--- src/rtl/mul_err_pkg.sv ---
// mul_err_pkg
// Shared types and helpers for the multiplier error sweeper.
//   state_t      : sweeper FSM states
//   DRAIN_CYCLES : cycles spent in DRAIN after the stage-2 flush edge
//   abs_diff     : |a - b| for unsigned products up to MAX_PW bits
package mul_err_pkg;

    typedef enum logic [1:0] {
        IDLE  = 2'd0,
        SWEEP = 2'd1,
        DRAIN = 2'd2,
        DONE  = 2'd3
    } state_t;

    localparam int unsigned DRAIN_CYCLES = 2;
    localparam int unsigned DRAIN_W      = $clog2(DRAIN_CYCLES + 1);

    // Widest product supported (WIDTH up to 16); callers size-cast in and out.
    localparam int unsigned MAX_PW = 32;

    // Operands are zero-extended by one bit, so the signed difference is the
    // same as a 2*WIDTH+1 bit signed subtraction of the real products.
    function automatic logic [MAX_PW-1:0] abs_diff(input logic [MAX_PW-1:0] a,
                                                   input logic [MAX_PW-1:0] b);
        logic signed [MAX_PW:0] d;
        d = $signed({1'b0, a}) - $signed({1'b0, b});
        return d[MAX_PW] ? MAX_PW'(-d) : MAX_PW'(d);
    endfunction

endpackage

--- src/rtl/if_multiplier.sv ---
// if_multiplier
// Connection between a multiplier under test and whatever drives it.
//   in1, in2 : operands (WIDTH bits each)
//   out      : low 2*WIDTH-1 product bits
//   overflow : product MSB
// Modports: tb_side drives operands and reads the product,
//           dut_side is the multiplier's view.
interface if_multiplier #(
    parameter int WIDTH = 8
);
    logic [WIDTH-1:0]   in1;
    logic [WIDTH-1:0]   in2;
    logic [2*WIDTH-2:0] out;
    logic               overflow;

    modport tb_side  (output in1, output in2, input  out, input  overflow);
    modport dut_side (input  in1, input  in2, output out, output overflow);
endinterface

--- src/rtl/err_accum.sv ---
// err_accum
// Stage-2 error accumulator of the sweeper.
//   clk, n_rst       : clock, async active-low reset
//   i_clr            : synchronous clear of all statistics (wins over i_valid)
//   i_valid          : i_abs_err / i_in1 / i_in2 belong to a real sweep pair
//   i_abs_err        : |approx - exact| for the pair
//   i_in1, i_in2     : operands of the pair
//   o_err_count      : pairs with nonzero error
//   o_sum_abs_err    : sum of all errors
//   o_max_abs_err    : largest error seen
//   o_worst_in1/in2  : operands of the first pair that reached o_max_abs_err
module err_accum
    import mul_err_pkg::*;
#(
    parameter int WIDTH = 8,
    parameter int CNT_W = 2*WIDTH+1,
    parameter int SUM_W = 4*WIDTH
) (
    input  logic               clk,
    input  logic               n_rst,
    input  logic               i_clr,
    input  logic               i_valid,
    input  logic [2*WIDTH-1:0] i_abs_err,
    input  logic [WIDTH-1:0]   i_in1,
    input  logic [WIDTH-1:0]   i_in2,
    output logic [CNT_W-1:0]   o_err_count,
    output logic [SUM_W-1:0]   o_sum_abs_err,
    output logic [2*WIDTH-1:0] o_max_abs_err,
    output logic [WIDTH-1:0]   o_worst_in1,
    output logic [WIDTH-1:0]   o_worst_in2
);
    logic [CNT_W-1:0]   r_err_count;
    logic [SUM_W-1:0]   r_sum_abs_err;
    logic [2*WIDTH-1:0] r_max_abs_err;
    logic [WIDTH-1:0]   r_worst_in1;
    logic [WIDTH-1:0]   r_worst_in2;

    always_ff @(posedge clk or negedge n_rst) begin
        if (!n_rst) begin
            r_err_count   <= '0;
            r_sum_abs_err <= '0;
            r_max_abs_err <= '0;
            r_worst_in1   <= '0;
            r_worst_in2   <= '0;
        end else if (i_clr) begin
            r_err_count   <= '0;
            r_sum_abs_err <= '0;
            r_max_abs_err <= '0;
            r_worst_in1   <= '0;
            r_worst_in2   <= '0;
        end else if (i_valid) begin
            if (i_abs_err != '0) begin
                r_err_count <= r_err_count + CNT_W'(1);
            end
            r_sum_abs_err <= r_sum_abs_err + SUM_W'(i_abs_err);
            // Strictly greater: ties keep the earliest pair.
            if (i_abs_err > r_max_abs_err) begin
                r_max_abs_err <= i_abs_err;
                r_worst_in1   <= i_in1;
                r_worst_in2   <= i_in2;
            end
        end
    end

    assign o_err_count   = r_err_count;
    assign o_sum_abs_err = r_sum_abs_err;
    assign o_max_abs_err = r_max_abs_err;
    assign o_worst_in1   = r_worst_in1;
    assign o_worst_in2   = r_worst_in2;
endmodule

--- src/rtl/mul_err_sweeper.sv ---
// mul_err_sweeper
// Sweeps every operand pair through an attached combinational multiplier
// (one pair per clock) and accumulates error statistics against the exact
// product.
//   clk, n_rst   : clock, async active-low reset
//   start        : begin a sweep (accepted in IDLE or DONE, abort wins)
//   abort        : leave SWEEP/DRAIN for IDLE, keeping partial statistics
//   busy         : high in SWEEP and DRAIN
//   done         : high from sweep completion until the next accepted start
//   err_count    : pairs with a wrong product
//   sum_abs_err  : sum of |approx - exact|
//   max_abs_err  : largest |approx - exact|
//   worst_in1/2  : operands of the first pair reaching max_abs_err
//   muif         : multiplier connection (drives in1/in2, reads out/overflow)
module mul_err_sweeper
    import mul_err_pkg::*;
#(
    parameter int WIDTH = 8,
    parameter int CNT_W = 2*WIDTH+1,
    parameter int SUM_W = 4*WIDTH
) (
    input  logic               clk,
    input  logic               n_rst,
    input  logic               start,
    input  logic               abort,
    output logic               busy,
    output logic               done,
    output logic [CNT_W-1:0]   err_count,
    output logic [SUM_W-1:0]   sum_abs_err,
    output logic [2*WIDTH-1:0] max_abs_err,
    output logic [WIDTH-1:0]   worst_in1,
    output logic [WIDTH-1:0]   worst_in2,
    if_multiplier.tb_side      muif
);
    localparam int PW = 2*WIDTH;

    state_t             r_state;
    logic [WIDTH-1:0]   r_in1;
    logic [WIDTH-1:0]   r_in2;
    logic [DRAIN_W-1:0] r_drain_cnt;
    logic               r_busy;
    logic               r_done;

    // Stage 1 registers
    logic               r_v1;
    logic [PW-1:0]      r_approx;
    logic [PW-1:0]      r_exact;
    logic [WIDTH-1:0]   r_s1_in1;
    logic [WIDTH-1:0]   r_s1_in2;

    logic               w_start_ok;
    logic               w_last;
    logic [PW-1:0]      w_abs_err;

    assign w_start_ok = start && !abort && (r_state == IDLE || r_state == DONE);
    assign w_last     = &{r_in2, r_in1};
    assign w_abs_err  = PW'(abs_diff(MAX_PW'(r_approx), MAX_PW'(r_exact)));

    assign muif.in1 = r_in1;
    assign muif.in2 = r_in2;

    always_ff @(posedge clk or negedge n_rst) begin
        if (!n_rst) begin
            r_state     <= IDLE;
            r_in1       <= '0;
            r_in2       <= '0;
            r_drain_cnt <= '0;
            r_busy      <= 1'b0;
            r_done      <= 1'b0;
        end else begin
            case (r_state)
                IDLE, DONE: begin
                    if (w_start_ok) begin
                        r_state <= SWEEP;
                        r_in1   <= '0;
                        r_in2   <= '0;
                        r_busy  <= 1'b1;
                        r_done  <= 1'b0;
                    end
                end
                SWEEP: begin
                    if (abort) begin
                        r_state <= IDLE;
                        r_busy  <= 1'b0;
                    end else begin
                        // in1 is the low half of one counter, so its wrap carries into in2.
                        {r_in2, r_in1} <= {r_in2, r_in1} + PW'(1);
                        if (w_last) begin
                            r_state     <= DRAIN;
                            r_drain_cnt <= '0;
                        end
                    end
                end
                DRAIN: begin
                    if (abort) begin
                        r_state <= IDLE;
                        r_busy  <= 1'b0;
                    end else if (r_drain_cnt == DRAIN_W'(DRAIN_CYCLES)) begin
                        // Stage 2 absorbed the last pair on the first DRAIN edge;
                        // the count then covers DRAIN_CYCLES further cycles.
                        r_state <= DONE;
                        r_busy  <= 1'b0;
                        r_done  <= 1'b1;
                    end else begin
                        r_drain_cnt <= r_drain_cnt + DRAIN_W'(1);
                    end
                end
                default: begin
                    r_state <= IDLE;
                    r_busy  <= 1'b0;
                    r_done  <= 1'b0;
                end
            endcase
        end
    end

    always_ff @(posedge clk or negedge n_rst) begin
        if (!n_rst) begin
            r_v1     <= 1'b0;
            r_approx <= '0;
            r_exact  <= '0;
            r_s1_in1 <= '0;
            r_s1_in2 <= '0;
        end else begin
            r_v1     <= (r_state == SWEEP) && !abort;
            r_approx <= {muif.overflow, muif.out};
            r_exact  <= PW'(r_in1) * PW'(r_in2);
            r_s1_in1 <= r_in1;
            r_s1_in2 <= r_in2;
        end
    end

    err_accum #(
        .WIDTH (WIDTH),
        .CNT_W (CNT_W),
        .SUM_W (SUM_W)
    ) u_accum (
        .clk           (clk),
        .n_rst         (n_rst),
        .i_clr         (w_start_ok),
        .i_valid       (r_v1),
        .i_abs_err     (w_abs_err),
        .i_in1         (r_s1_in1),
        .i_in2         (r_s1_in2),
        .o_err_count   (err_count),
        .o_sum_abs_err (sum_abs_err),
        .o_max_abs_err (max_abs_err),
        .o_worst_in1   (worst_in1),
        .o_worst_in2   (worst_in2)
    );

    assign busy = r_busy;
    assign done = r_done;
endmodule

--- src/flat_wrapper.sv ---
// flat-port wrapper written by rule: the top's interface ports become plain ports
module mul_err_sweeper_flat import mul_err_pkg::*;
#(
    parameter int WIDTH = 8,
    parameter int CNT_W = 2*WIDTH+1,
    parameter int SUM_W = 4*WIDTH
)
  (clk, n_rst, start, abort, busy, done, err_count, sum_abs_err, max_abs_err, worst_in1, worst_in2, muif_in1, muif_in2, muif_out, muif_overflow);
  if_multiplier #(.WIDTH(WIDTH)) muif_i ();
  input  logic clk;
  input  logic n_rst;
  input  logic start;
  input  logic abort;
  output logic busy;
  output logic done;
  output logic [CNT_W-1:0] err_count;
  output logic [SUM_W-1:0] sum_abs_err;
  output logic [2*WIDTH-1:0] max_abs_err;
  output logic [WIDTH-1:0] worst_in1;
  output logic [WIDTH-1:0] worst_in2;
  output wire logic [$bits(muif_i.in1)-1:0] muif_in1;
  output wire logic [$bits(muif_i.in2)-1:0] muif_in2;
  input wire logic [$bits(muif_i.out)-1:0] muif_out;
  input wire logic [$bits(muif_i.overflow)-1:0] muif_overflow;
  assign muif_in1 = muif_i.in1;
  assign muif_in2 = muif_i.in2;
  assign muif_i.out = muif_out;
  assign muif_i.overflow = muif_overflow;
  mul_err_sweeper #(.WIDTH(WIDTH), .CNT_W(CNT_W), .SUM_W(SUM_W)) u_core (.clk(clk), .n_rst(n_rst), .start(start), .abort(abort), .busy(busy), .done(done), .err_count(err_count), .sum_abs_err(sum_abs_err), .max_abs_err(max_abs_err), .worst_in1(worst_in1), .worst_in2(worst_in2), .muif(muif_i));
endmodule
--- config.mk ---
export PLATFORM = sky130hd
export DESIGN_NAME = mul_err_sweeper_flat
export DESIGN_NICKNAME = d
export VERILOG_FILES = /design/src/rtl/mul_err_pkg.sv /design/src/rtl/if_multiplier.sv /design/src/rtl/err_accum.sv /design/src/rtl/mul_err_sweeper.sv /design/src/flat_wrapper.sv
export SDC_FILE = /design/constraint.sdc
export NUM_CORES = 1
export LEC_CHECK = 0
export BUFFER_PORTS_ARGS = -buffer_cell sky130_fd_sc_hd__buf_2
export CAP_MARGIN = 0
export CORE_ASPECT_RATIO = 0.75
export CORE_MARGIN = 1
export CORE_UTILIZATION = 30
export DETAILED_ROUTE_END_ITERATION = 8
export PLACE_DENSITY = 0.47
export SETUP_SLACK_MARGIN = 0.5
export SYNTH_ARGS = -nofsm -noshare
export SYNTH_HDL_FRONTEND = slang
export SYNTH_SLANG_ARGS = --single-unit
--- constraint.sdc ---
create_clock -name clk -period 6.29 [get_ports clk]
set_input_delay 0.3145 -clock clk [delete_from_list [all_inputs] [get_ports clk]]
set_output_delay 0.3145 -clock clk [all_outputs]
set_load 0.05 [all_outputs]
Word-level counts from Yosys, hierarchy flattened
Index checks and enable logic that the tools add are counted.

word-level totals
  input bits = 20
  logic and storage cells = 99
  output and inout port bits = 99
  bits in registers = 152

cells by class
  eq/ne operators = 13
  $add $sub $neg = 6
  order comparisons = 1
  reduce and logical (&&, ||, !) cells = 22
  multipliers = 1
  mux-type cells = 40

operators with widths
  operator                                                                 count
  8-bit 2-to-1 mux                                                         9
  16-bit 2-to-1 mux                                                        4
  32-bit 2-to-1 mux                                                        2
  17-bit 2-to-1 mux                                                        3
  32-bit by 16-bit adder with 32-bit output                                1
  8-bit case mux with 2 select lines                                       2
  2-bit 2-to-1 mux                                                         9
  17-bit by 1-bit adder with 17-bit output, second input constant          1
  16-bit by 16-bit subtractor with 17-bit output                           1
  16-bit by 1-bit adder with 16-bit output, second input constant          1
  16-bit > comparator                                                      1
  8-bit by 8-bit multiplier with 16-bit output                             1
  16-bit negation                                                          1
  16-bit AND reduction                                                     1
  16-bit nonzero test                                                      1
  2-bit nonzero test                                                       6
  2-bit inequality test, second input constant                             5
  3-bit AND reduction                                                      3
  1-bit 2-to-1 mux                                                         7
  2-bit equality test, second input constant                               3
  3-bit by 2-bit inequality test with 1-bit output, second input constant  2
  2-bit case mux with 3 select lines                                       1
  5-bit AND reduction                                                      1
  2-bit by 1-bit inequality test with 1-bit output, second input constant  2
  other kinds (12)                                                         15

Longest topological paths before layout
Gate-level depths: netlist of run 1.

  depth after elaboration = 7
  mapped depth = 26
  mapped depth without buffers = 23

By module
Synthesis of run 1 repeated with hierarchy kept, for this count alone.

second synthesis, totals
  cells, all modules = 1093
  area total of the unflattened synthesis = 10446.3 µm²

by module, submodules not included
  module           instances  seq. area each (µm²)  area each (µm²)  cells an instance
  mul_err_sweeper  1          1776.7                5619.1           591
  err_accum        1          2026.9                4827.1           502

Worst setup path before layout of run 1
OpenSTA, ideal clock, no wires.

  path type = register -> register
  from = reg u_core.r_approx[0]
  to = reg u_core.u_accum.r_worst_in1[0], in the netlist u_core.u_accum.o_worst_in1[0]
  clock period less this slack = 4.843 ns
  cell stages (with the launch flop) = 25
  setup slack = 1.447 ns
  library setup time = 0.132 ns
  arrival = 4.711 ns
  data required time = 6.158 ns
  cell sequence = dfrtp_1 inv_1 ha_1 inv_1 fa_1 a211oi_1 o211ai_1 a21boi_0 a311oi_4 a21oi_1 xor2_1 ha_1 a21o_1 a21oi_1 nor2b_1 o21ai_0 nand2b_1 a21oi_1 o21ai_0 nand3_1 a21o_1 clkbuf_1 clkbuf_1 mux2i_1 nor2_1

between the ends
  cells in the longest elaborated chain, start to end = 6

ends and longest elaborated chain
  item                                                line                    source
  start, declared                                     mul_err_sweeper.sv:46   logic [PW-1:0] r_approx;
  start signal, assigned                              mul_err_sweeper.sv:126  r_approx <= {muif.overflow, muif.out};
  16-bit by 16-bit subtractor with 17-bit output (*)  mul_err_pkg.sv:26       d = $signed({1'b0, a}) - $signed({1'b0, b});
  16-bit negation                                     mul_err_pkg.sv:27       return d[MAX_PW] ? MAX_PW'(-d) : MAX_PW'(d);
  16-bit 2-to-1 mux (*)                               mul_err_pkg.sv:27
  16-bit > comparator (*)                             err_accum.sv:57         if (i_abs_err > r_max_abs_err) begin
  2-bit nonzero test (no source line) (*)             --
  2-bit AND reduction (no source line) (*)            --
  end signal, assigned                                err_accum.sv:59         r_worst_in1 <= i_in1;
  end, declared                                       err_accum.sv:35         logic [WIDTH-1:0] r_worst_in1;

Every way passes the cells marked *; elsewhere a longest branch is shown, timed or not.
A chain may end at the register's enable or synchronous reset.

Worst setup path in the final report of run 1
  from = reg u_core.r_approx[0]
  to = reg u_core.u_accum.r_sum_abs_err[31], in the netlist u_core.u_accum.o_sum_abs_err[31]

between the ends
  cells in the longest elaborated chain, start to end = 6

ends and longest elaborated chain
  item                                                line               source
  16-bit by 16-bit subtractor with 17-bit output (*)  mul_err_pkg.sv:26
  16-bit negation                                     mul_err_pkg.sv:27
  16-bit 2-to-1 mux (*)                               mul_err_pkg.sv:27
  32-bit by 16-bit adder with 32-bit output (*)       err_accum.sv:55    r_sum_abs_err <= r_sum_abs_err + SUM_W'(i_abs_err);
  32-bit 2-to-1 mux (*)                               err_accum.sv:51    end else if (i_valid) begin
  32-bit 2-to-1 mux (*)                               err_accum.sv:45    end else if (i_clr) begin
  end signal, assigned                                err_accum.sv:55
  end, declared                                       err_accum.sv:33    logic [SUM_W-1:0] r_sum_abs_err;

Every way passes the cells marked *; elsewhere a longest branch is shown, timed or not. The select of a mux whose other input is x is not followed.

==> results_dict.tcl, run 1 <==
set metrics [dict create \
    status "finished with violations" \
    violations "design-rule violations" \
    maxCapViolCount 0 \
    drt-total-wl_um 27700 \
    pwr-share-clk 0.248 \
    fin_crit_sh 0.829 \
    antenna_found_initial 0 \
    worst_ep_arrival_time_ps 5520 \
    dp_cells 1670 \
    cts_root_buf "clkbuf_16" \
    syn2layout_area_growth_pct 16.2 \
    worst_pin_slew_ps 946 \
    yosysTopAreaCell "dfrtp_1" \
    syn_avg_cell_area_um2 9.50 \
    grt_pass1_wl_um 45400 \
    fin_tns_setup_ps 0 \
    end_kind "flip-flop" \
    max_freq_mhz 192 \
    dpl_cell_area_mm2 0.0117 \
    final_cells 1717 \
    path_class "flip-flop to flip-flop" \
    start_util 0.308 \
    path_clk_slew_ps 70 \
    synth_flop_cell "dfrtp_1" \
    rsz0062_at_grt "no" \
    min-delay-start "muif_out[0]" \
    ant_nets 0 \
    cts_buffer_depth 2 \
    switchingPower_w 0.00200 \
    num_vias 8260 \
    grt_overflow_total 0 \
    crit_required_ps 6590 \
    syn_inst 1133 \
    cts_tree "done" \
    max-slew-margin-rel 0.370 \
    antennaDiodeCount 0 \
    drt-vias-per-instance 4.81 \
    dpl.hpwl_um 20100 \
    final_cell_mix "dfrtp_1 (152), nor2_1 (122), buf_2 (117), inv_1 (110), ha_1 (94)" \
    min_to "u_core.r_approx[0]$_DFF_PN0_" \
    cp_max_fo 9 \
    synthTopCellsByArea "dfrtp_1 (35%), ha_1 (11%), fa_1 (7.1%)" \
    power_density_mw_per_mm2 358 \
    insertion_delay_ps 450 \
    routedWlPerCell_um 16.1 \
    syn_nets 1285 \
    die_w_um 221 \
    static-leakage-power_nw 6.20 \
    drtIter0Drc 454 \
    seq_power_share 0.297 \
    yosys_warnings 0 \
    power_frac_comb 0.455 \
    grtUsageTotal 0.158 \
    io_buffer_count 118 \
    synth_edf_count 0 \
    cts_made_buffers 17 \
    fin_nets 1400 \
    reg2reg_from "u_core.r_approx[0]$_DFF_PN0_" \
    grt_pass1_vias 8209 \
    swShare 0.446 \
    num_rows 59 \
    synth_seq_cells 152 \
    synth_seq_area_share 0.353 \
    whs_path_depth 1 \
    hold_viol_final 0 \
    cts_max_level 4 \
    synth_top_area_share 0.353 \
    r2r_slack_ps 1070 \
    drc_errors 5 \
    finalPower_w 0.00448 \
    final_common_cell "dfrtp_1" \
    dr.pass1.iters 6 \
    ir_drop_mv 0.142 \
    slew_violations 0 \
    r2r-end "u_core.u_accum.o_sum_abs_err[31]$_DFFE_PN0P_" \
    finClkSkew_ps 12.4 \
    netlist_area_mm2 0.0108 \
    intPower_w 0.00248 \
    r2r_cells 23 \
    dieArea_mm2 0.0367 \
    cts.sink_count 152 \
    die_h_um 166 \
    fin_crit_ps 5220 \
    gp_congestion 0.800 \
    hp-class "input pin to flip-flop" \
    cp-start-kind "flip-flop" \
    drive_gt1_frac 0.156 \
    ys_types 75 \
    setup_viol 0 \
    async_flop_share 1.00 \
    stdcell_area_mm2 0.0125 \
    coreArea_mm2 0.0350 \
    ios 119 \
    post-cts-setup-buffers 0 \
    grt_max_degree 81 \
]
[worst max-delay path by stage]
stage	startpoint	depth (start not counted)	slack, ps	end
2_1_floorplan	u_core.r_approx[0]$_DFF_PN0_	24	1450	u_core.u_accum.o_worst_in1[0]$_DFFE_PN0P_
3_3_place_gp	u_core.r_approx[0]$_DFF_PN0_	23	1040	u_core.u_accum.o_sum_abs_err[31]$_DFFE_PN0P_
3_5_place_dp	u_core.r_approx[0]$_DFF_PN0_	22	850	u_core.u_accum.o_sum_abs_err[24]$_DFFE_PN0P_
4_1_cts	u_core.r_approx[0]$_DFF_PN0_	22	820	u_core.u_accum.o_sum_abs_err[24]$_DFFE_PN0P_
5_1_grt	u_core.r_approx[0]$_DFF_PN0_	23	540	u_core.u_accum.o_sum_abs_err[25]$_DFFE_PN0P_
6_report	u_core.r_approx[0]$_DFF_PN0_	23	1070	u_core.u_accum.o_sum_abs_err[31]$_DFFE_PN0P_
[sequential cells by signal (all words and copies together) (netlist names)]
name	flops
u_core.busy	1
u_core.r_v1	1
u_core.r_s1_in2	8
u_core.r_s1_in1	8
u_core.r_approx	16
u_core.r_exact	16
u_core.u_accum.o_sum_abs_err	32
u_core.u_accum.o_worst_in2	8
u_core.u_accum.o_max_abs_err	16
u_core.u_accum.o_err_count	17
u_core.done	1
u_core.u_accum.o_worst_in1	8
u_core.r_state	2
u_core.muif.in1	8
u_core.muif.in2	8
u_core.r_drain_cnt	2
[synth_stat cells, drive strengths merged, types with 6 or more instances]
master   number
a2111oi       9
a211oi       21
a21o         17
a21oi        53
a31oi         6
and2         43
and3          7
and4          6
buf           9
clkbuf       39
dfrtp       152
fa           38
ha           94
inv         110
mux2i        35
nand2        81
nand2b       12
nand3        21
nand4        13
nor2        123
nor2b        10
nor3         19
o211ai        6
o21ai        58
o31ai        11
or3           9
xnor2        44
xor2         25
[layout make-up]
| class | count | area (um^2) |
|---|---|---|
| inverter | 110 | 413 |
| clock buffer | 20 | 437 |
| multi-input combinational | 823 | 6270 |
| clock inverter | 11 | 173 |
| timing repair buffer | 144 | 845 |
| tap | 457 | 572 |
| fill | 3649 | 22500 |
| sequential | 152 | 3800 |
[layer usage]
layer  track usage  up-vias  wire, um
met5             0        -         0
met4        0.0319        0       258
met3        0.0350       18       937
met2         0.244      106     12300
met1         0.227     4024     14200
li1              -     4112         -
[power groups by stage]
stage | Sequential [W] | Combinational [W] | Clock (W)
floorplan | 0.00177 | 0.00110 | 0
global placement | 0.00135 | 0.00202 | 0
detailed placement | 0.00135 | 0.00203 | 0
CTS | 0.00134 | 0.00205 | 0.00114
global route | 0.00136 | 0.00224 | 0.00118
finish | 0.00133 | 0.00204 | 0.00111
[critical path, stage by stage (launching register included)]
cell and delay [ps]:
dfrtp_1 360, inv_1 50, ha_1 170, inv_1 60, fa_1 450, a211oi_1 330
o211ai_1 260, nand3_1 180, and2_2 270, nor2_1 60, a21oi_1 220, inv_1 120
ha_1 280, a21o_1 180, a21oi_1 220, o21ai_0 110, a21o_1 220, a2111oi_1 560
o31a_1 310, o31ai_2 110, nand2b_1 260, nor3_1 100, xnor2_1 150, nor2_1 50
[logic make-up (layout without fill, tap and decap cells)]
| kind of cell | Yosys count | count (layout) | synth area share |
|---|---|---|---|
| AND/OR/NAND/NOR | 359 | 359 | 0.161 |
| XOR/XNOR | 69 | 69 | 0.0575 |
| multiplexers | 36 | 36 | 0.0336 |
| flip-flops | 152 | 152 | 0.353 |
| AO/OA/AOI/OAI | 227 | 227 | 0.149 |
| buffers and inverters | 158 | 285 | 0.0658 |
| adder cells (fa/ha/maj) | 132 | 132 | 0.180 |
[through the flow]
| stage | setup slack (ps) | hold slack, ps | utilization |
|---|---|---|---|
| floorplan | 1450 | 18.9 | - |
| global placement | 1040 | 425 | 0.335 |
| detailed placement | 845 | 425 | 0.335 |
| CTS | 821 | 13.5 | 0.357 |
| global route | 535 | 11.4 | 0.358 |
| finish | 1070 | 19.9 | 0.358 |
[timing repair]
| action | 4_1_cts | 5_1_grt |
|---|---|---|
| resized for setup | 0 | 7 |
| hold buffers | 16 | 0 |
| endpoints found under the setup margin | 0 | 13 |
| endpoints found under the hold margin | 94 | 0 |
No activity file was read; power rests on OpenSTA's default activity.
==> run 2: changes to the inputs <==
--- a/config.mk
+++ b/config.mk
@@ -5,6 +5,7 @@
 export SDC_FILE = /design/constraint.sdc
 export NUM_CORES = 1
 export LEC_CHECK = 0
+export ABC_AREA = 1
 export BUFFER_PORTS_ARGS = -buffer_cell sky130_fd_sc_hd__buf_2
 export CAP_MARGIN = 0
 export CORE_ASPECT_RATIO = 0.75
==> constraint.sdc (replaced) <==
create_clock -name clk -period 5.4 [get_ports clk]
set_input_delay 0.27 -clock clk [delete_from_list [all_inputs] [get_ports clk]]
set_output_delay 0.27 -clock clk [all_outputs]
set_load 0.05 [all_outputs]
==> run 2 against run 1 <==
Effect of this change:
- the run now ends clean
- maximum frequency up 12%
- die area up 3.1%
- power up 43%
- largest power group unchanged
- critical path type unchanged
- highest routed layer unchanged
- synthesized cell count up 29%
- synthesized area up 3.1%
- cell area up 5.2%
==> results_dict.tcl, run 2 <==
set metrics [dict create \
    die_w_um 224 \
    grt_pass1_vias 9635 \
    drive_gt1_frac 0.145 \
    syn_avg_cell_area_um2 7.60 \
    grt_pass1_wl_um 51900 \
    crit_family "compound AO/OA/AOI/OAI gates" \
    drt-total-wl_um 31500 \
    cts_tree "done" \
    worst_pin_slew_ps 1100 \
    status "complete, no violations" \
    fin_nets 1752 \
    fin_crit_sh 0.865 \
    die_h_um 169 \
    ant_nets 0 \
    cts_buffer_depth 2 \
    synth_seq_cells 152 \
    final_cell_mix "nand2_1 (361), inv_1 (250), dfrtp_1 (146), buf_2 (117), nand3_1 (110)" \
    maxCapViolCount 0 \
    ir_drop_mv 0.297 \
    drtIter0Drc 675 \
    dieArea_mm2 0.0378 \
    path_clk_slew_ps 70 \
    switchingPower_w 0.00324 \
    critical_path_buf_inv_count 3 \
    synth_top_area_share 0.343 \
    grt_overflow_total 0 \
    num_rows 60 \
    yosys-top-cells-count "nand2_1 (361), inv_1 (250), dfrtp_1 (152)" \
    grt_max_degree 60 \
    finClkSkew_ps 7.93 \
    async_flop_share 1.00 \
    num_vias 9745 \
    regArea_mm2 0.00381 \
    rsz0062_at_grt "yes" \
    grtUsageTotal 0.175 \
    power_frac_comb 0.530 \
    intPower_w 0.00318 \
    syn_inst 1460 \
    slew_violations 0 \
    syn2layout_area_growth_pct 18.6 \
    fin_tns_setup_ps 0 \
    cts_root_buf "clkbuf_16" \
    pre_cts_slack_ps 428 \
    antenna_found_initial 0 \
    dp_cells 2054 \
    cpMaxStageDelayCell "fa_1" \
    io_buffer_count 118 \
    pwr-share-clk 0.203 \
    max_stage_delay_ps 430 \
    worst_ep_arrival_time_ps 5050 \
    power_density_mw_per_mm2 488 \
    finalPower_w 0.00642 \
    insertion_delay_ps 440 \
    finish.utilization 0.364 \
    worst_slack_ps 730 \
    final_common_cell "nand2_1" \
    max-slew-margin-rel 0.260 \
    hp-class "input pin to flip-flop" \
    cts_made_buffers 17 \
    synthTopCellsByArea "dfrtp_1 (34%), nand2_1 (12%), ha_1 (11%)" \
    crit_path_frequent_cell "nand2_1" \
    largest_reg_flops 32 \
    ios 119 \
    synth_most_common_cell "nand2_1" \
    drt-vias-per-instance 4.62 \
    swShare 0.504 \
    final_cells 2109 \
    synth_edf_count 0 \
    dr.pass1.iters 5 \
    fin_crit_ps 4670 \
    synth_flop_cell "dfrtp_1" \
    netlist_area_mm2 0.0111 \
    cp_max_fo 8 \
    antennaDiodeCount 0 \
    cts_max_level 4 \
    ys_types 53 \
    cts.sink_count 152 \
    path_class "flip-flop to flip-flop" \
    setup_viol 0 \
    hold_viol_final 0 \
    yosys_warnings 0 \
    static-leakage-power_nw 7.19 \
    synth_seq_area_share 0.343 \
    start_util 0.307 \
    crit_required_ps 5780 \
    coreArea_mm2 0.0362 \
    drc_errors 0 \
    gp_congestion 0.825 \
    nFillCells 3879 \
    yosysTopAreaCell "dfrtp_1" \
    seq_power_share 0.267 \
    max_freq_mhz 214 \
    syn_nets 1612 \
    dpl.hpwl_um 24100 \
    multi_input_area_mm2 0.00620 \
    routedWlPerCell_um 15.0 \
    end_kind "flip-flop" \
    cp-start-kind "flip-flop" \
]
-- run 2: cell count changes after synthesis, moves of 16 or more --
cell,previous run,this run
nand2_2,0,16
nor2_1,122,87
and2_1,43,1
nand2_1,81,361
a21oi_1,52,84
inv_1,110,250
xnor2_1,43,5
mux2i_1,35,0
nand3_1,21,110
a211oi_1,20,2
-- run 2: cell families (layout without fill, tap and decap cells) --
family                     Yosys count  in the layout  synth area share
DFF                                152            152             0.343
xor gates and xnor gates            25             25            0.0197
and+or+nand+nor                    658            658             0.261
AOI/OAI and AO/OA                  197            197             0.100
adders and majority gates          132            132             0.174
buffers and inverters              296            449             0.103
-- run 2: area by class of cell --
type	count	share of cell area
Clock buffer	23	0.0371
Sequential cell	152	0.289
Multi-Input combinational cell	1012	0.471
Timing Repair Buffer	157	0.0708
Clock inverter	9	0.0104
Tap cell	496	0.0471
Inverter	260	0.0743
-- run 2: final timing paths --
path	slack (ps)	start	end	cells past startpoint
worst max-delay path	730	u_core.r_approx[0]$_DFF_PN0_	u_core.u_accum.o_sum_abs_err[26]$_DFFE_PN0P_	25
worst min-delay path	80	abort	u_core.r_v1$_DFF_PN0_	2
worst max register to register	730	u_core.r_approx[0]$_DFF_PN0_	u_core.u_accum.o_sum_abs_err[26]$_DFFE_PN0P_	25
worst min register to register	470	u_core.u_accum.o_sum_abs_err[31]$_DFFE_PN0P_	u_core.u_accum.o_sum_abs_err[31]$_DFFE_PN0P_	1
max in group asynchronous	3860	n_rst	u_core.muif.in2[2]$_DFFE_PN0P_	3
min in group asynchronous	360	n_rst	u_core.u_accum.o_err_count[15]$_DFFE_PN0P_	2
-- run 2: stage by stage --
stage / hold WS [ps] / instance area [um^2]
after floorplan: -25.6 / 11100
after detailed placement: 308 / 12300
after CTS: 35.9 / 13100
after global routing: 68.2 / 13200
after global placement: 291 / 12300
final: 77.9 / 13200
-- run 2: metal layers --
layer	wire (um)	vias to the layer above	GRT usage
met3	1220	28	0.0274
li1	-	4949	-
met1	16500	4606	0.262
met4	370	0	0.0447
met5	0	-	0
met2	13400	162	0.260
-- run 2: what timing repair did --
item,in CTS,in global routing
endpoints found under the hold margin,73,0
setup endpoints to repair,3,46
hold buffers,17,0
cloned,0,0
buffers inserted,0,6
pin swaps,0,4
resized for setup,1,19
-- run 2: power groups by stage --
| stage | registers [W] | logic (W) | clock network [W] |
|---|---|---|---|
| 2_1_floorplan | 0.00229 | 0.00186 | 0 |
| 5_1_grt | 0.00176 | 0.00381 | 0.00138 |
| 3_3_place_gp | 0.00174 | 0.00334 | 0 |
| 4_1_cts | 0.00172 | 0.00338 | 0.00134 |
| 6_report | 0.00172 | 0.00340 | 0.00130 |
| 3_5_place_dp | 0.00174 | 0.00335 | 0 |
-- run 2: worst register-to-register path: stages, from the launching register on --
cell and delay (ps):
dfrtp_1 360, inv_1 50, ha_1 130, inv_1 80, fa_1 430, nand3_1 150
nand2_2 80, nand2_1 110, nand2_2 80, nand3_2 80, nand2_4 100, o21ai_0 360
inv_1 140, fa_1 430, nand3b_1 170, nand2_1 120, a21oi_1 100, o21ai_0 370
a21boi_1 200, o21bai_1 320, a21boi_2 140, nor2_1 170, nand2_1 120, o21ai_0 160
nand2_1 60, nor2_1 100
==> run 3: changes to the inputs <==
--- a/config.mk
+++ b/config.mk
@@ -6,13 +6,13 @@
 export NUM_CORES = 1
 export LEC_CHECK = 0
 export ABC_AREA = 1
-export BUFFER_PORTS_ARGS = -buffer_cell sky130_fd_sc_hd__buf_2
 export CAP_MARGIN = 0
 export CORE_ASPECT_RATIO = 0.75
 export CORE_MARGIN = 1
 export CORE_UTILIZATION = 30
 export DETAILED_ROUTE_END_ITERATION = 8
-export PLACE_DENSITY = 0.47
+export DONT_BUFFER_PORTS = 1
+export PLACE_DENSITY = 0.45
 export SETUP_SLACK_MARGIN = 0.5
 export SYNTH_ARGS = -nofsm -noshare
 export SYNTH_HDL_FRONTEND = slang
==> run 3 against run 2 <==
Effect of this change:
- clock power shrank 8%
- critical path depth fell by 8
- power down 4.2%
- sequential power is 35% higher
- global-route usage fell by 0.18 points
- core utilization decreased by 1.6 points
- via count shrank 3.7%
- non-clock buffer count shrank 113
- worst setup slack improved by 110 ps
- critical endpoint is now u_core.r_exact[14]$_DFF_PN0_
- count of clock-buffer cells in the layout shrank 4
- first-iteration DRC count down 2.8%
- die area unchanged
==> results_dict.tcl, run 3 (synthesized netlist as in run 2, its figures left out) <==
set metrics [dict create \
    antenna_found_initial 2 \
    cts_max_level 4 \
    gp_congestion 0.838 \
    ios 119 \
    met3_length_um 1800 \
    path_clk_slew_ps 70 \
    start_util 0.307 \
    dieArea_mm2 0.0378 \
    cts_tree "done" \
    m1WireLength_um 16300 \
    max-slew-margin-rel 0.388 \
    cts_buffer_depth 2 \
    fin_nets 1639 \
    dpl.hpwl_um 24200 \
    drc_errors 0 \
    drive_gt1_frac 0.0807 \
    drtIter0Drc 656 \
    grt_pass1_vias 9109 \
    num_vias 9380 \
    fin_crit_ps 4560 \
    die_w_um 224 \
    swShare 0.524 \
    pwr-share-clk 0.194 \
    seq_power_share 0.378 \
    static-leakage-power_nw 6.64 \
    antennaDiodeCount 0 \
    status "complete, no violations" \
    die_h_um 169 \
    worst_pin_slew_ps 911 \
    cts_root_buf "clkbuf_16" \
    insertion_delay_ps 440 \
    intPower_w 0.00293 \
    path_class "flip-flop to flip-flop" \
    cp-start-kind "flip-flop" \
    worst_ep_arrival_time_ps 4880 \
    io_buffer_count 0 \
    grt_pass1_wl_um 50700 \
    final_cell_mix "nand2_1 (361), inv_1 (250), dfrtp_1 (151), nand3_1 (110), ha_1 (93)" \
    power_density_mw_per_mm2 488 \
    wl_met2_um 13000 \
    rsz0062_at_grt "yes" \
    switchingPower_w 0.00323 \
    ant_nets 0 \
    end_kind "flip-flop" \
    max_freq_mhz 219 \
    setup_viol 0 \
    cts_made_buffers 17 \
    fin_crit_sh 0.845 \
    final_common_cell "nand2_1" \
    highest_layer "met4" \
    coreArea_mm2 0.0362 \
    drt-total-wl_um 31500 \
    power_frac_comb 0.428 \
    fin_tns_setup_ps 0 \
    num_rows 60 \
    crit_required_ps 5720 \
    cts.sink_count 152 \
    dr.pass1.iters 7 \
    hold_viol_final 0 \
    grt_max_degree 153 \
    syn2layout_area_growth_pct 13.5 \
    maxCapViolCount 0 \
    slew_violations 0 \
    drt-vias-per-instance 4.70 \
    finClkSkew_ps 10.2 \
    cp_max_fo 11 \
    hp-class "input pin to flip-flop" \
    grtUsageTotal 0.173 \
    grt_overflow_total 0 \
    largest_reg_flops 32 \
    ir_drop_mv 0.279 \
    nFillCells 3874 \
    routedWlPerCell_um 15.8 \
    holdWs_ps 85.8 \
]
==> run 3: changes by cell type in the layout (fill, tap and decap cells not counted), moves of 3 or more <==
cell / delta
buf_2: -117
clkinv_2: +3
clkinv_4: +3
dfrtp_1: +5
dfrtp_2: -5
o21ai_0: -3
==> run 3: per-stage QoR <==
step	utilization	setup WS (ps)	power, W	std cells	area, um^2
2_1_floorplan	-	548	0.00415	1460	11100
4_1_cts	0.346	520	0.00620	1995	12500
5_1_grt	0.348	480	0.00667	1996	12600
3_3_place_gp	0.325	557	0.00491	1944	11700
3_5_place_dp	0.325	495	0.00492	1944	11700
6_report	0.348	836	0.00615	1996	12600
==> run 3: power by group through the flow <==
stage,registers [W],logic [W],clock network (W)
floorplan,0.00229,0.00186,0
global placement,0.00235,0.00255,0
detailed placement,0.00235,0.00256,0
finish,0.00232,0.00264,0.00119
CTS,0.00233,0.00262,0.00124
global route,0.00237,0.00301,0.00129
==> run 3: what timing repair did <==
item | 4_1_cts | 5_1_grt
endpoints found under the setup margin | 1 | 45
buffers inserted | 0 | 1
hold buffers | 19 | 0
pin swaps | 0 | 1
resized for setup | 1 | 23
gates cloned | 0 | 0
endpoints found under the hold margin | 169 | 0
==> run 3: worst paths after layout <==
check,start,to,slack (ps),depth (start not counted)
worst max-delay path,u_core.muif.in1[1]$_DFFE_PN0P_,u_core.r_exact[14]$_DFF_PN0_,840,17
worst min-delay path,abort,u_core.done$_DFFE_PN0P_,90,3
worst max register to register,u_core.muif.in1[1]$_DFFE_PN0P_,u_core.r_exact[14]$_DFF_PN0_,840,17
worst min register to register,u_core.r_s1_in1[5]$_DFF_PN0_,u_core.u_accum.o_worst_in1[5]$_DFFE_PN0P_,470,2
max in group asynchronous,n_rst,u_core.muif.in1[2]$_DFFE_PN0P_,4180,2
min in group asynchronous,n_rst,u_core.u_accum.o_err_count[1]$_DFFE_PN0P_,500,2
==> run 3: worst max-delay path, stage by stage, from the launching register on <==
cell,delay (ps)
dfrtp_1,390
buf_4,330
nand2_1,120
fa_1,500
fa_1,550
inv_1,50
fa_1,500
fa_1,490
ha_1,370
a21oi_1,170
o21ai_0,80
a21oi_1,200
nor2_1,80
nor2_1,90
o21bai_1,90
a21oi_1,150
o21ai_0,110
xor2_1,150
==> run 3: final cells by class <==
type,count,area (um^2),area share
repair buffers,44,403,0.0320
inverters,260,978,0.0776
multi-input cells,1012,6220,0.494
flip-flops and latches,152,3800,0.302
clock inverters,13,119,0.00943
clock buffers,19,453,0.0359
well taps,496,621,0.0493
==> run 3: metal layers <==
metal | track usage | vias up
li1 | - | 4728
met1 | 0.256 | 4428
met2 | 0.248 | 203
met3 | 0.0451 | 21
met4 | 0.0438 | 0
met5 | 0 | -
